[config.mk]
export PLATFORM = sky130hd
export DESIGN_NAME = axil_slave_monitor
export DESIGN_NICKNAME = d
export VERILOG_FILES = /design/src/rtl/axil_slave_monitor_pkg.sv /design/src/rtl/axil_mon_chan.sv /design/src/rtl/axil_slave_monitor.sv
export SDC_FILE = /design/constraint.sdc
export NUM_CORES = 1
export LEC_CHECK = 0
export ABC_CLOCK_PERIOD_IN_PS = 2750
export CAP_MARGIN = 20
export CORE_ASPECT_RATIO = 1.4
export CORE_MARGIN = 5
export CORE_UTILIZATION = 40
export CTS_BUF_LIST = sky130_fd_sc_hd__clkbuf_8
export CTS_CLUSTER_DIAMETER = 100
export CTS_CLUSTER_SIZE = 14
export DETAILED_ROUTE_END_ITERATION = 7
export PLACE_DENSITY = 0.79
export SYNTH_ARGS = -nofsm -noshare
export SYNTH_HDL_FRONTEND = slang
export SYNTH_HIERARCHICAL = 1
export SYNTH_SLANG_ARGS = --single-unit
[constraint.sdc]
create_clock -name clk -period 2.75 [get_ports clk]
set_input_delay 0.55 -clock clk [delete_from_list [all_inputs] [get_ports clk]]
set_output_delay 0.55 -clock clk [all_outputs]
set_load 0.005 [all_outputs]
[src/rtl/axil_slave_monitor_pkg.sv]
// Shared error-code definitions and helpers for the AXI4-lite slave monitor.
package axil_slave_monitor_pkg;

  localparam int unsigned ERR_AW_STAB   = 0;
  localparam int unsigned ERR_W_STAB    = 1;
  localparam int unsigned ERR_AR_STAB   = 2;
  localparam int unsigned ERR_RESP_STAB = 3;
  localparam int unsigned ERR_B_ORPHAN  = 4;
  localparam int unsigned ERR_R_ORPHAN  = 5;
  localparam int unsigned ERR_TIMEOUT   = 6;
  localparam int unsigned ERR_OVF       = 7;
  localparam int unsigned ERR_RSVD      = 8;

  localparam int unsigned ERR_W      = 9;
  localparam int unsigned ERR_CODE_W = 4;

  localparam logic [ERR_CODE_W-1:0] ERR_NONE = 4'hF;

  // Index of the lowest set violation bit, ERR_NONE when none is set.
  function automatic logic [ERR_CODE_W-1:0] first_err(input logic [ERR_W-1:0] v);
    logic [ERR_CODE_W-1:0] code;
    code = ERR_NONE;
    for (int i = ERR_W - 1; i >= 0; i--) begin
      if (v[i]) code = ERR_CODE_W'(i);
    end
    return code;
  endfunction

endpackage

[src/rtl/axil_mon_chan.sv]
// Per-channel handshake stability checker: once valid is seen without ready,
// the next cycle must keep valid high and the payload unchanged.
module axil_mon_chan #(
  parameter int unsigned PAYLOAD_W = 1
) (
  input  logic                 clk,
  input  logic                 rst_n,
  input  logic                 valid,
  input  logic                 ready,
  input  logic [PAYLOAD_W-1:0] payload,
  output logic                 err
);

  logic                 stall_d, stall_q;
  logic [PAYLOAD_W-1:0] payload_d, payload_q;

  // Next-state: remember whether this cycle stalled and what was offered.
  always_comb begin
    stall_d   = valid & ~ready;
    payload_d = payload;
  end

  // Stall and payload registers.
  always_ff @(posedge clk or negedge rst_n) begin
    if (!rst_n) begin
      stall_q   <= 1'b0;
      payload_q <= '0;
    end else begin
      stall_q   <= stall_d;
      payload_q <= payload_d;
    end
  end

  // A stalled transfer may not be withdrawn or altered.
  always_comb begin
    err = stall_q & (~valid | (payload != payload_q));
  end

endmodule

[src/rtl/axil_slave_monitor.sv]
// Passive AXI4-lite slave-port monitor: outstanding counters, response
// legality, handshake stability, response timeouts and sticky error capture.
module axil_slave_monitor
  import axil_slave_monitor_pkg::*;
#(
  parameter int unsigned DATA_WIDTH     = 32,
  parameter int unsigned ADDR_WIDTH     = 32,
  parameter int unsigned STRB_WIDTH     = DATA_WIDTH / 8,
  parameter int unsigned OUTSTAND_MAX   = 64,
  parameter int unsigned TIMEOUT_CYCLES = 1024,
  localparam int unsigned CW            = $clog2(OUTSTAND_MAX + 1)
) (
  input  logic                  clk,
  input  logic                  rst_n,
  input  logic [ADDR_WIDTH-1:0] s_axil_awaddr,
  input  logic [2:0]            s_axil_awprot,
  input  logic                  s_axil_awvalid,
  input  logic                  s_axil_awready,
  input  logic [DATA_WIDTH-1:0] s_axil_wdata,
  input  logic [STRB_WIDTH-1:0] s_axil_wstrb,
  input  logic                  s_axil_wvalid,
  input  logic                  s_axil_wready,
  input  logic [1:0]            s_axil_bresp,
  input  logic                  s_axil_bvalid,
  input  logic                  s_axil_bready,
  input  logic [ADDR_WIDTH-1:0] s_axil_araddr,
  input  logic [2:0]            s_axil_arprot,
  input  logic                  s_axil_arvalid,
  input  logic                  s_axil_arready,
  input  logic [DATA_WIDTH-1:0] s_axil_rdata,
  input  logic [1:0]            s_axil_rresp,
  input  logic                  s_axil_rvalid,
  input  logic                  s_axil_rready,
  input  logic                  clear,
  output logic [CW-1:0]         aw_outstanding,
  output logic [CW-1:0]         w_outstanding,
  output logic [CW-1:0]         ar_outstanding,
  output logic [ERR_W-1:0]      err_flags,
  output logic                  err_any,
  output logic [ERR_CODE_W-1:0] err_first
);

  localparam logic [CW-1:0] CntMax = CW'(OUTSTAND_MAX);
  localparam int unsigned   TW     = (TIMEOUT_CYCLES > 0) ? $clog2(TIMEOUT_CYCLES + 1) : 1;
  localparam logic [TW-1:0] TMax   = TW'(TIMEOUT_CYCLES);

  logic aw_hs, w_hs, b_hs, ar_hs, r_hs;
  logic aw_stab_err, w_stab_err, b_stab_err, ar_stab_err, r_stab_err;

  logic [CW-1:0]         aw_cnt_d, aw_cnt_q, w_cnt_d, w_cnt_q, ar_cnt_d, ar_cnt_q;
  logic [TW-1:0]         wr_timer_d, wr_timer_q, rd_timer_d, rd_timer_q;
  logic                  wr_active, rd_active, ovf, timeout;
  logic [ERR_W-1:0]      viol;
  logic [ERR_W-1:0]      err_flags_d, err_flags_q;
  logic [ERR_CODE_W-1:0] err_first_d, err_first_q;

  // Saturating up/down step; simultaneous inc and dec cancel.
  function automatic logic [CW-1:0] cnt_next(input logic [CW-1:0] c, input logic inc,
                                             input logic dec);
    logic [CW-1:0] n;
    n = c;
    if (inc && !dec && c != CntMax) n = c + 1'b1;
    if (dec && !inc && c != '0)     n = c - 1'b1;
    return n;
  endfunction

  // Handshake decode.
  always_comb begin
    aw_hs = s_axil_awvalid & s_axil_awready;
    w_hs  = s_axil_wvalid  & s_axil_wready;
    b_hs  = s_axil_bvalid  & s_axil_bready;
    ar_hs = s_axil_arvalid & s_axil_arready;
    r_hs  = s_axil_rvalid  & s_axil_rready;
  end

  axil_mon_chan #(.PAYLOAD_W(ADDR_WIDTH + 3)) u_chan_aw (
    .clk     (clk),
    .rst_n   (rst_n),
    .valid   (s_axil_awvalid),
    .ready   (s_axil_awready),
    .payload ({s_axil_awprot, s_axil_awaddr}),
    .err     (aw_stab_err)
  );

  axil_mon_chan #(.PAYLOAD_W(DATA_WIDTH + STRB_WIDTH)) u_chan_w (
    .clk     (clk),
    .rst_n   (rst_n),
    .valid   (s_axil_wvalid),
    .ready   (s_axil_wready),
    .payload ({s_axil_wstrb, s_axil_wdata}),
    .err     (w_stab_err)
  );

  axil_mon_chan #(.PAYLOAD_W(2)) u_chan_b (
    .clk     (clk),
    .rst_n   (rst_n),
    .valid   (s_axil_bvalid),
    .ready   (s_axil_bready),
    .payload (s_axil_bresp),
    .err     (b_stab_err)
  );

  axil_mon_chan #(.PAYLOAD_W(ADDR_WIDTH + 3)) u_chan_ar (
    .clk     (clk),
    .rst_n   (rst_n),
    .valid   (s_axil_arvalid),
    .ready   (s_axil_arready),
    .payload ({s_axil_arprot, s_axil_araddr}),
    .err     (ar_stab_err)
  );

  axil_mon_chan #(.PAYLOAD_W(DATA_WIDTH + 2)) u_chan_r (
    .clk     (clk),
    .rst_n   (rst_n),
    .valid   (s_axil_rvalid),
    .ready   (s_axil_rready),
    .payload ({s_axil_rresp, s_axil_rdata}),
    .err     (r_stab_err)
  );

  // Outstanding counters and overflow detection.
  always_comb begin
    aw_cnt_d = cnt_next(aw_cnt_q, aw_hs, b_hs);
    w_cnt_d  = cnt_next(w_cnt_q,  w_hs,  b_hs);
    ar_cnt_d = cnt_next(ar_cnt_q, ar_hs, r_hs);
    ovf      = (aw_hs & ~b_hs & (aw_cnt_q == CntMax)) |
               (w_hs  & ~b_hs & (w_cnt_q  == CntMax)) |
               (ar_hs & ~r_hs & (ar_cnt_q == CntMax));
  end

  // Response timers; they restart on every response and idle when nothing is owed.
  always_comb begin
    wr_active  = (aw_cnt_q != '0) && (w_cnt_q != '0);
    rd_active  = (ar_cnt_q != '0);
    wr_timer_d = wr_timer_q;
    rd_timer_d = rd_timer_q;
    if (!wr_active || b_hs)     wr_timer_d = '0;
    else if (wr_timer_q != TMax) wr_timer_d = wr_timer_q + 1'b1;
    if (!rd_active || r_hs)     rd_timer_d = '0;
    else if (rd_timer_q != TMax) rd_timer_d = rd_timer_q + 1'b1;
    // Flag in the cycle the timer reaches the limit so the bit shows exactly
    // TIMEOUT_CYCLES cycles after counting started.
    timeout = (TIMEOUT_CYCLES != 0) &&
              ((wr_active && !b_hs && wr_timer_d == TMax) ||
               (rd_active && !r_hs && rd_timer_d == TMax));
  end

  // Collect this cycle's violations; legality uses registered counts only.
  always_comb begin
    viol                = '0;
    viol[ERR_AW_STAB]   = aw_stab_err;
    viol[ERR_W_STAB]    = w_stab_err;
    viol[ERR_AR_STAB]   = ar_stab_err;
    viol[ERR_RESP_STAB] = b_stab_err | r_stab_err;
    viol[ERR_B_ORPHAN]  = s_axil_bvalid & ((aw_cnt_q == '0) | (w_cnt_q == '0));
    viol[ERR_R_ORPHAN]  = s_axil_rvalid & (ar_cnt_q == '0);
    viol[ERR_TIMEOUT]   = timeout;
    viol[ERR_OVF]       = ovf;
    viol[ERR_RSVD]      = 1'b0;
  end

  // Sticky capture; clear wins over any same-cycle violation.
  always_comb begin
    err_flags_d = err_flags_q;
    err_first_d = err_first_q;
    if (clear) begin
      err_flags_d = '0;
      err_first_d = ERR_NONE;
    end else begin
      err_flags_d = err_flags_q | viol;
      if (!err_any && viol != '0) err_first_d = first_err(viol);
    end
  end

  // State registers.
  always_ff @(posedge clk or negedge rst_n) begin
    if (!rst_n) begin
      aw_cnt_q    <= '0;
      w_cnt_q     <= '0;
      ar_cnt_q    <= '0;
      wr_timer_q  <= '0;
      rd_timer_q  <= '0;
      err_flags_q <= '0;
      err_first_q <= ERR_NONE;
    end else begin
      aw_cnt_q    <= aw_cnt_d;
      w_cnt_q     <= w_cnt_d;
      ar_cnt_q    <= ar_cnt_d;
      wr_timer_q  <= wr_timer_d;
      rd_timer_q  <= rd_timer_d;
      err_flags_q <= err_flags_d;
      err_first_q <= err_first_d;
    end
  end

  // Outputs straight from registers.
  always_comb begin
    aw_outstanding = aw_cnt_q;
    w_outstanding  = w_cnt_q;
    ar_outstanding = ar_cnt_q;
    err_flags      = err_flags_q;
    err_any        = |err_flags_q;
    err_first      = err_first_q;
  end

endmodule
After elaboration in Yosys (flattened, before gate mapping)
Cells that the tools add are included.

Flip-flop bits (word level): 203. Input port bits: 155. Output and inout port bits: 35. Word-level logic and storage cells: 147.

$add $sub $neg: 8. Equal/unequal tests: 15. Muxes and demuxes: 21. Bitwise logic cells: 45. Reduce and logical (&&, ||, !) cells: 41.

Operators with widths (number): inequality test 35 bit (2); two-way mux 11 bit (4); two-way mux 7 bit (6); two-way mux 4 bit (10); inequality test 36 bit (1); inequality test 34 bit (1); AND 1 bit (23); adder 11 x 1 -> 11 bit, second input constant (2); == test 11 bit, second input constant (2); inequality test 11 bit, second input constant (2); adder 7 x 1 -> 7 bit, second input constant (3); == test 7 bit, second input constant (3); logical NOT 7 bit (3); inequality test 7 bit, second input constant (3); nonzero test 7 bit (3); subtractor 7 x 1 -> 7 bit, second input constant (3); logical AND 1 bit (18); inverter 1 bit (12); two-way mux 9 bit (1); OR 1 bit (9); OR 9 x 8 -> 9 bit (1); nonzero test 9 bit (1); OR reduction 9 bit (1); logical NOT 1 bit (8); 3 further kinds (8).

Depth between registers and ports, before layout
Gate-level depths: netlist of the first run.

Depth in word-level cells: 17. Mapped depth: 12. Depth with buffers taken out: 12.

Modules after synthesis
Netlist of the first run, hierarchy kept.

By module, submodules not included: axil_slave_monitor (instances 1, cells an instance 394, area an instance 3564.7 µm², sequential area each 1381.3 µm²); axil_mon_chan at u_chan_ar ... (instances 2, cells an instance 85, area an instance 1293.7 µm², sequential area each 900.9 µm²); axil_mon_chan at u_chan_w (instances 1, cells an instance 87, area an instance 1328.8 µm², sequential area each 925.9 µm²); axil_mon_chan at u_chan_r (instances 1, cells an instance 83, area an instance 1257.5 µm², sequential area each 875.8 µm²); axil_mon_chan at u_chan_b (instances 1, cells an instance 8, area an instance 108.9 µm², sequential area each 75.1 µm²).

Least setup slack after synthesis of the first run
Ideal clock, no wire load.

Path kind: register -> register. Start: register w_cnt_q[1], in the netlist w_outstanding[1]. End: register w_cnt_q[6], in the netlist w_outstanding[6]. Library setup time: 79 ps. Data arrival time: 2992 ps. Required time: 2671 ps. Path slack: -321 ps. Cell stages (with the launch flop): 13. Buffers on the path: 0. Clock period less this slack: 3071 ps. Cell sequence: dfrtp_1 or4_1 nor4_2 or3_1 inv_2 ha_1 nor2b_1 o21ai_0 a21boi_0 o21ai_0 a21oi_1 nor3_1 xor2_1.

Longest elaborated chain between the ends: 3. Elaborated cells between the ends (all ways): 9. Those cells by class: add/sub: 2; eq/ne: 1; mux: 2; reduce/logical: 4.

RTL lines: from (decl) (RTL line axil_slave_monitor.sv:50) `logic [CW-1:0] aw_cnt_d, aw_cnt_q, w_cnt_d, w_cnt_q, ar_cnt_d, ar_cnt_q;`; from (signal assigned) (RTL line axil_slave_monitor.sv:187) `w_cnt_q <= w_cnt_d;`; adder 7 x 1 -> 7 bit, or another cell as far along (RTL line axil_slave_monitor.sv:62) `if (inc && !dec && c != CntMax) n = c + 1'b1;`; two-way mux 7 bit, or another cell as far along (RTL line axil_slave_monitor.sv:62); two-way mux 7 bit or nonzero test 2 bit (tied branches).

Several ways; a longest one is shown, not always the timed one. The select of a mux whose other input is x is not followed. A chain may end at the register's enable or synchronous reset.

Worst setup path in the final report of the first run
Start: register ar_cnt_q[1], in the netlist ar_outstanding[1]. End: register err_flags_q[6], in the netlist err_flags[6].

Longest elaborated chain between the ends: 9. Elaborated cells between the ends (all ways): 10. Those cells by class: eq/ne: 1; mux: 2; bitwise: 1; reduce/logical: 6.

RTL lines: from (decl) (RTL line axil_slave_monitor.sv:50); from (signal assigned) (RTL line axil_slave_monitor.sv:188) `ar_cnt_q <= ar_cnt_d;`; nonzero test 7 bit (RTL line axil_slave_monitor.sv:134) `rd_active = (ar_cnt_q != '0);`; logical NOT 1 bit (RTL line axil_slave_monitor.sv:139) `if (!rd_active || r_hs) rd_timer_d = '0;`; logical OR 1 bit (RTL line axil_slave_monitor.sv:139); two-way mux 11 bit (RTL line axil_slave_monitor.sv:139); net rd_timer_d[7] (RTL line axil_slave_monitor.sv:51) `logic [TW-1:0] wr_timer_d, wr_timer_q, rd_timer_d, rd_timer_q;`; == test 11 bit (RTL line axil_slave_monitor.sv:145) `(rd_active && !r_hs && rd_timer_d == TMax));`; logical AND 1 bit (RTL line axil_slave_monitor.sv:145); logical OR 1 bit (RTL line axil_slave_monitor.sv:144) `((wr_active && !b_hs && wr_timer_d == TMax) ||`; OR 9 x 8 -> 9 bit (RTL line axil_slave_monitor.sv:170) `err_flags_d = err_flags_q | viol;`; two-way mux 9 bit (RTL line axil_slave_monitor.sv:166) `if (clear) begin`; net err_flags_d[6] (RTL line axil_slave_monitor.sv:54) `logic [ERR_W-1:0] err_flags_d, err_flags_q;`; to (signal assigned) (RTL line axil_slave_monitor.sv:191) `err_flags_q <= err_flags_d;`; to (decl) (RTL line axil_slave_monitor.sv:54).

The timed path passes the listed nets, and every way through them passes these cells.

==> results.yml, run 1 <==
status:
  status: "finished clean"
setup_path:
  reg2reg_slack_ns: 0.06
  ff2ff_path_depth: 9
  critPathLaunchType: "register"
  cp-end-kind: "register"
  critPathArrivalTime_ns: 3.15
  r2r_start: "ar_outstanding[1]"
  cp_data_required_time_ns: 3.20
  endpoint: "err_flags[6]"
  rr_endpoint: "err_flags[6]"
  startpoint: "ar_outstanding[1]"
  cp_max_fo: 5
  worst-setup-path-type: "register to register"
job:
  drv_cap: 0
cts:
  cts_buffers: 18
  clock-root-buffer: "clkbuf_8"
  max-clock-path-buffers: 3
  clk_pin_slew_ns: 0.10
  cts.sinks: 202
  cts-htree-levels: 1
  cts_tree: "done"
  clk_latency_ns: 0.52
sta:
  worst_slew_margin_rel: 0.598
  holdWs_ns: 0.501
  tightestPinTransition_ns: 0.601
  fmax_mhz: 371
  final.setup_skew_ns: 0.0192
  period_share: 0.980
  slew_viol_final: 0
  grt_setup_unrepaired: "true"
  fin_tns_setup_ns: 0
  fin_crit_ns: 2.69
  hold_violations: 0
  finalSetupViolCount: 0
floorplan:
  initial_core_util: 0.405
  coreArea_sq_mm: 0.0219
  die_w_um: 136
  rows: 64
  die_h_um: 186
  die-area_sq_mm: 0.0252
  io_pins: 190
placement:
  finalWeightedCongestion: 0.829
  dp.cells: 1302
  dp_hpwl_um: 16800
  portBuffers: 188
grt:
  gr-usage-all-layers: 0.172
  grt_pass1_vias: 7049
  grt_pass1_wl_um: 34800
  grt_overflow: 0
  grt_max_degree: 68
  antenna_found_initial: 0
drt:
  routed_wl_um: 21600
  drc: 0
  first_iter_violations: 416
  vias_per_cell: 4.86
  vias: 6511
  firstDrtPassIters: 4
  wl_per_cell_um: 16.2
  postRouteAntennaNets: 0
yosys:
  synth_area_per_cell_sq_um: 11.9
  netlist_instances: 742
  synth_top_area_frac: 0.560
  synth_common_cells: "198 x dfrtp_1, 118 x xor2_1, 54 x xnor2_1"
  synth_edf_count: 0
  yosys.area.top_type: "dfrtp_1"
  synth_cell_type_count: 66
  yosysWarnings: 6
  yosysMostFrequentCell: "dfrtp_1"
  yosysSeqAreaShare: 0.572
  synth_flop_cell: "dfrtp_1"
  synth-seq-cells: 202
  synth_area_leaders: "dfrtp_1 56%, xor2_1 12%, xnor2_1 5.3%"
  syn-cell-area_sq_mm: 0.00885
  synth-async-reset-ratio: 1.00
  postSynthNetCount: 919
pwr:
  clockPowerShare: 0.202
  power.switching_mw: 2.54
  total_power_mw: 8.03
  intPower_mw: 5.50
  seqPwrFrac: 0.448
  p_comb_frac: 0.350
  cellPowerDensity_mw_per_mm2: 657
  sw_frac_of_total: 0.316
  vdd_drop_max_mv: 0.512
  p_leak_nw: 5.31
hold_path:
  whs_path_depth: 2
  hold_class: "register to register"
final_layout:
  multi_input_area_sq_mm: 0.00375
  seq_area_sq_mm: 0.00506
  fin_cells: 1339
  diodes: 0
  syn2layout_area_growth_pct: 38.3
  nNetsFinal: 1207
  final_layout_size_suffix_gt1_frac: 0.157
  nFillCells: 1812
==> worst min path at each step <==
stage                            startpoint                      end  slack [ns]
final                          err_first[3]             err_first[3]        0.50
after CTS                 s_axil_araddr[26]  u_chan_ar/payload_q[26]        0.46
after global routing       s_axil_rdata[19]   u_chan_r/payload_q[19]        0.46
after detailed placement       err_first[3]             err_first[3]        0.47
after floorplan                       rst_n        ar_outstanding[0]        0.25
after global placement         err_first[3]             err_first[3]        0.46
==> worst max-delay path, stage by stage (launching register included) <==
cell,delay [ns]
dfrtp_1,0.39
or4_4,0.56
buf_6,0.14
o41ai_4,0.44
a21oi_2,0.07
or4b_4,0.54
o32ai_4,0.20
buf_4,0.19
nor2_2,0.03
nor2_1,0.07
==> per-layer routing <==
| layer | up-vias | wire length (um) | GRT usage |
|---|---|---|---|
| met5 | - | 0 | 0 |
| met4 | 0 | 480 | 0.0472 |
| met3 | 33 | 1350 | 0.0387 |
| met2 | 179 | 11500 | 0.317 |
| met1 | 3174 | 8340 | 0.199 |
| li1 | 3125 | - | - |
==> power groups by stage <==
stage                     sequential (mW)  combinational, mW  clock, mW
after floorplan                      3.66               1.19          0
after global placement               3.62               2.65          0
after detailed placement             3.64               2.71          0
after CTS                            3.59               2.75       1.71
after global routing                 3.65               3.12       1.84
final                                3.60               2.81       1.62
==> registers in the layout, summed over array words and instances (netlist names), 2 cells and up <==
register / flops
u_chan_w/payload_q: 36
u_chan_ar/payload_q: 35
u_chan_aw/payload_q: 35
u_chan_r/payload_q: 34
rd_timer_q: 11
wr_timer_q: 11
err_flags: 8
ar_outstanding: 7
aw_outstanding: 7
w_outstanding: 7
err_first: 4
u_chan_b/payload_q: 2
==> placed cells by master, fill, tap and decap left out, drive strengths merged, types with 3 or more instances in the layout <==
cell           Yosys  routed
nor2b              9       9
nor4              33      33
a21oi             29      29
dfrtp            198     198
nand4             19      19
clkdlybuf4s50      0     187
a2111oi            3       3
o211ai             3       3
fa                 3       3
nand2             33      33
a21o               4       4
nand3             15      15
ha                19      19
clkbuf             4      19
inv               33      46
o31a               3       3
or4                5       5
o21ai             26      26
buf                7      90
dfstp              4       4
o31ai              4       4
mux2i              3       3
a31oi              6       6
xor2             118     118
xnor2             54      54
nand2b             4       4
nor2              48      48
and3               5       5
or3                4       4
nor3              16      16
==> through the flow <==
stage	utilization	cell area, sq um	setup slack [ns]
CTS	0.555	12100	0.0275
finish	0.560	12200	0.0554
global placement	0.538	11800	-0.402
global route	0.560	12200	-0.0872
detailed placement	0.538	11800	-0.467
floorplan	-	8890	-0.0391
==> cell type report <==
cell class | count | area share
Timing Repair Buffer | 279 | 0.213
Sequential cell | 202 | 0.414
Clock inverter | 14 | 0.00573
Multi-Input combinational cell | 496 | 0.307
Clock buffer | 18 | 0.0203
Tap cell | 297 | 0.0304
Inverter | 33 | 0.0103
==> cells by family after synthesis <==
logic type,Yosys count,share of synthesized area
flops,202,0.572
fa+ha+maj,22,0.0337
other cells,1,0.000424
xor+xnor,172,0.170
buf+inv,44,0.0206
mux,4,0.00594
compound gates,94,0.0733
simple gates,203,0.124
==> what timing repair did <==
item / CTS / global route
endpoints found under the setup margin: 4 / 11
hold buffers: 1 / 0
buffers inserted: 1 / 4
gates resized for setup: 6 / 24
hold endpoints to repair: 10 / 0
pin swaps: 2 / 13
(Power assumes the default switching activity.)
==> run 2, diff against run 1 <==
CORE_MARGIN = 2   (was 5)
==> results.yml, run 2 (same netlist as run 1, synthesis figures left out) <==
status:
  status: "finished clean"
setup_path:
  ff2ff_path_depth: 8
  cp_max_fo: 6
  r2r_start: "ar_outstanding[1]"
  critPathLaunchType: "register"
  startpoint: "ar_outstanding[1]"
  rr_endpoint: "err_first[1]"
  cp-end-kind: "register"
  worst-setup-path-type: "register to register"
  endpoint: "err_first[1]"
  reg2reg_slack_ns: 0.08
  cp_data_required_time_ns: 3.19
  critPathArrivalTime_ns: 3.11
floorplan:
  die-area_sq_mm: 0.0233
  die_w_um: 130
  initial_core_util: 0.406
  coreArea_sq_mm: 0.0218
  io_pins: 190
  die_h_um: 180
  rows: 64
placement:
  placed_area_sq_mm: 0.0118
  portBuffers: 188
  finalWeightedCongestion: 0.823
  dp_hpwl_um: 15700
hold_path:
  hold_class: "input port to register"
cts:
  clk_pin_slew_ns: 0.10
  cts_tree: "done"
  clk_latency_ns: 0.54
  cts.sinks: 202
  cts-htree-levels: 1
  max-clock-path-buffers: 3
  clock-root-buffer: "clkbuf_8"
  cts_buffers: 18
sta:
  worst_slew_margin_rel: 0.622
  fmax_mhz: 375
  period_share: 0.971
  final.setup_skew_ns: 0.0295
  finalSetupViolCount: 0
  fin_crit_ns: 2.67
  holdWs_ns: 0.296
  tightestPinTransition_ns: 0.565
  hold_violations: 0
  slew_viol_final: 0
  fin_tns_setup_ns: 0
final_layout:
  regMostFlops: "u_chan_w/payload_q"
  final_layout_size_suffix_gt1_frac: 0.166
  nFillCells: 1826
  syn2layout_area_growth_pct: 39.2
  final_area_sq_mm: 0.0123
  reg.largest.list: "u_chan_w/payload_q x36, u_chan_ar/payload_q x35, u_chan_aw/payload_q x35"
  final_cell_mix: "197 x dfrtp_1, 185 x clkdlybuf4s50_1, 118 x xor2_1"
  largest_reg_flops: 36
  layout_commonest_cell: "dfrtp_1"
  nNetsFinal: 1213
  fin_util: 0.565
drt:
  vias: 6439
  drc: 0
  vias_per_cell: 4.78
  postRouteAntennaNets: 0
  firstDrtPassIters: 4
  routed_wl_um: 20800
  wl_per_cell_um: 15.4
  first_iter_violations: 326
grt:
  busiest_layer: "met2"
  grt_overflow: 0
  use_met3: 0.0378
  grt_pass1_vias: 6775
  use_met2: 0.316
  gr-usage-all-layers: 0.177
  use_met1: 0.207
  grt_pass1_wl_um: 33300
  antenna_found_initial: 1
  grt_max_degree: 86
pwr:
  clockPowerShare: 0.203
  vdd_drop_max_mv: 0.466
  power.switching_mw: 2.55
  total_power_mw: 8.09
  cellPowerDensity_mw_per_mm2: 657
  p_leak_nw: 5.36
  sw_frac_of_total: 0.316
  p_comb_frac: 0.351
  seqPwrFrac: 0.446
  intPower_mw: 5.53
job:
  drv_cap: 0
==> run 2: layout make-up <==
type                       instances  area, sq um  area share
sequential                       202         5060       0.411
multi-input combinational        496         3770       0.307
timing repair buffer             285         2660       0.216
tap                              297          372      0.0302
clock buffer                      18          248      0.0201
inverter                          33          126      0.0103
clock inverter                    14         70.1     0.00569
antenna                            1         2.50    0.000203
==> run 2: timing repair <==
item / 4_1_cts / 5_1_grt
endpoints found under the hold margin: 12 / 0
gates resized for setup: 9 / 25
hold buffers: 1 / 0
setup endpoints to repair: 5 / 13
pin swaps: 7 / 17
buffers inserted: 3 / 7
==> run 2: power by group through the flow <==
| stage | sequential [mW] | clock [mW] | combinational, mW |
|---|---|---|---|
| floorplan | 3.66 | 0 | 1.19 |
| global route | 3.65 | 1.84 | 3.15 |
| CTS | 3.60 | 1.71 | 2.76 |
| global placement | 3.63 | 0 | 2.64 |
| detailed placement | 3.64 | 0 | 2.70 |
| finish | 3.60 | 1.65 | 2.84 |
==> run 2: per-stage QoR <==
stage	std cells	setup WS, ns
3_5_place_dp	1303	-0.499
2_1_floorplan	742	-0.0391
4_1_cts	1338	-0.0395
6_report	1346	0.0800
5_1_grt	1346	-0.0806
3_3_place_gp	1303	-0.391
==> run 2: per-layer routing <==
layer | vias up | wire length, um
li1 | 3135 | -
met1 | 3113 | 8050
met2 | 161 | 10900
met3 | 30 | 1380
met4 | 0 | 460
met5 | - | 0
==> run 2: worst min-delay path by stage <==
stage,from,endpoint,cells past startpoint
floorplan,rst_n,ar_outstanding[0],0
global placement,rst_n,u_chan_r/payload_q[19],1
detailed placement,rst_n,u_chan_r/payload_q[19],1
CTS,rst_n,u_chan_r/payload_q[19],2
global route,s_axil_bready,u_chan_b/stall_q,2
finish,s_axil_bready,u_chan_b/stall_q,2
==> run 2: critical path, cell delays in order (launching register included) <==
cell      delay [ns]
dfrtp_1         0.39
or4_4           0.56
buf_4           0.16
o41ai_4         0.40
a21oi_2         0.07
or4b_4          0.56
o32ai_4         0.20
o21a_2          0.19
o211ai_2        0.07
==> run 3, diff against run 2 <==
CORE_UTILIZATION = 48   (was 40)
CTS_CLUSTER_SIZE = default   (was 14)
GPL_TIMING_DRIVEN = 0   (was default)
PLACE_DENSITY = 0.9   (was 0.79)
==> results.yml, run 3 (same netlist as run 1, synthesis figures left out) <==
sta:
  finalSetupViolCount: 0
  grt_setup_unrepaired: "true"
  holdWs_ns: -0.0104
  slew_viol_final: 0
  hold_violations: 5
  fin_crit_ns: 2.71
  period_share: 0.986
  fmax_mhz: 369
  worst_slew_margin_rel: 0.480
  final.setup_skew_ns: 0.0130
  tightestPinTransition_ns: 0.780
  setup_ws_ns: 0.0371
setup_path:
  r2r_start: "w_outstanding[2]"
  cp_max_fo: 3
  reg2reg_slack_ns: 0.04
  critPathArrivalTime_ns: 3.20
  critPathLaunchType: "register"
  cp_common_cell: "o21ai_2"
  rr_endpoint: "w_outstanding[6]"
  ff2ff_path_depth: 12
  slowest_delay_ns: 0.56
  cp_slowest_cell: "or4_4"
  crit_chain: "or4_4, nor4_4, or3_4, buf_4, fa_1, nor2b_4, o21ai_2, a21boi_2, o21ai_2, a21oi_1, nor3_2, xor2_1"
  cp_data_required_time_ns: 3.24
  cp-end-kind: "register"
  worst-setup-path-type: "register to register"
hold_path:
  hold_class: "input port to async pin"
placement:
  post-place-ws_ns: -0.953
  finalWeightedCongestion: 0.871
  dp_hpwl_um: 14900
  dp.cells: 1170
  portBuffers: 187
final_layout:
  nNetsFinal: 1165
  final_layout_size_suffix_gt1_frac: 0.141
  fin_cells: 1253
  regMostFlops: "u_chan_w/payload_q"
  seq_area_sq_mm: 0.00506
  syn2layout_area_growth_pct: 37.7
  largest_reg_flops: 36
  layout_commonest_cell: "dfrtp_1"
  fin_util: 0.677
  reg.largest.list: "u_chan_w/payload_q x36, u_chan_ar/payload_q x35, u_chan_aw/payload_q x35"
  final_cell_mix: "196 x dfrtp_1, 185 x clkdlybuf4s50_1, 118 x xor2_1"
  multi_input_area_sq_mm: 0.00379
  nFillCells: 1267
pwr:
  p_leak_nw: 5.24
  sw_frac_of_total: 0.295
  vdd_drop_max_mv: 0.657
  total_power_mw: 9.10
  clockPowerShare: 0.322
  power.switching_mw: 2.69
  cellPowerDensity_mw_per_mm2: 747
  p_comb_frac: 0.272
  seqPwrFrac: 0.405
  intPower_mw: 6.42
drt:
  drc: 0
  wl_per_cell_um: 16.6
  vias_per_cell: 5.13
  firstDrtPassIters: 4
  postRouteAntennaNets: 0
  vias: 6432
  routed_wl_um: 20800
  first_iter_violations: 319
floorplan:
  die-area_sq_mm: 0.0195
  io_pins: 190
  die_w_um: 119
  rows: 58
  initial_core_util: 0.492
  die_h_um: 165
  coreArea_sq_mm: 0.0180
grt:
  grt_overflow: 0
  antenna_found_initial: 1
  grt_max_degree: 105
  grt_pass1_vias: 7032
  grt_pass1_wl_um: 34000
  gr-usage-all-layers: 0.215
cts:
  postCtsHoldBufs: 0
  clk_pin_slew_ns: 0.07
  clock-root-buffer: "clkbuf_8"
  cts.sinks: 202
  cts_buffers: 31
  max-clock-path-buffers: 3
  cts_tree: "done"
  clk_latency_ns: 0.57
  cts-htree-levels: 1
status:
  status: "finished, violations left"
  failed_checks: "negative hold slack"
job:
  drv_cap: 0
[run 3: layer usage]
layer,GRT usage,up-vias,part of all wire
li1,-,3051,-
met5,0,-,0
met4,0.0920,0,0.034
met2,0.401,218,0.53
met3,0.0508,54,0.071
met1,0.233,3109,0.37
[run 3: power by group through the flow]
| stage | clock network, mW | registers [mW] | logic [mW] |
|---|---|---|---|
| finish | 2.93 | 3.69 | 2.48 |
| global route | 3.16 | 3.72 | 2.73 |
| CTS | 3.01 | 3.66 | 2.35 |
| detailed placement | 0 | 3.73 | 2.16 |
| global placement | 0 | 3.71 | 2.06 |
| floorplan | 0 | 3.66 | 1.19 |
[run 3: worst max-delay path, delay by kind of cell (launching register included)]
kind            cells  cell delay (ns)
buf+inv             1             0.12
flops               1             0.39
fa+ha+maj           1             0.25
simple gates        5             1.20
compound gates      4             0.52
xor+xnor            1             0.17
[run 3: through the flow]
stage / area (sq um) / setup TNS, ns
3_5_place_dp: 11100 / -6.86
3_3_place_gp: 11100 / -1411.90
2_1_floorplan: 8890 / -0.0391
6_report: 12200 / 0
4_1_cts: 12000 / 0
5_1_grt: 12200 / -0.239
[run 3: what timing repair did]
item / in CTS / in global routing
setup endpoints to repair: 11 / 11
pin swaps: 9 / 13
buffers inserted: 12 / 13
cloned: 0 / 0
resized for setup: 20 / 21
[run 3: how the worst max path moves through the flow]
| stage | from | endpoint | slack (ns) | depth (start not counted) |
|---|---|---|---|---|
| after floorplan | w_outstanding[2] | w_outstanding[6] | -0.04 | 12 |
| after global placement | rst_n | u_chan_aw/payload_q[4] | -7.03 | 1 |
| after detailed placement | s_axil_bvalid | aw_outstanding[6] | -0.95 | 12 |
| after CTS | ar_outstanding[0] | err_first[1] | 0.02 | 7 |
| after global routing | w_outstanding[2] | w_outstanding[6] | -0.06 | 12 |
| final | w_outstanding[2] | w_outstanding[6] | 0.04 | 12 |
[run 3: area by class of cell]
cell class | count | share of cell area
Antenna cell | 1 | 0.000205
Buffer | 11 | 0.00493
Clock buffer | 36 | 0.0407
Clock inverter | 21 | 0.0208
Inverter | 33 | 0.0104
Multi-Input combinational cell | 496 | 0.311
Sequential cell | 202 | 0.415
Tap cell | 240 | 0.0246
Timing Repair Buffer | 213 | 0.172
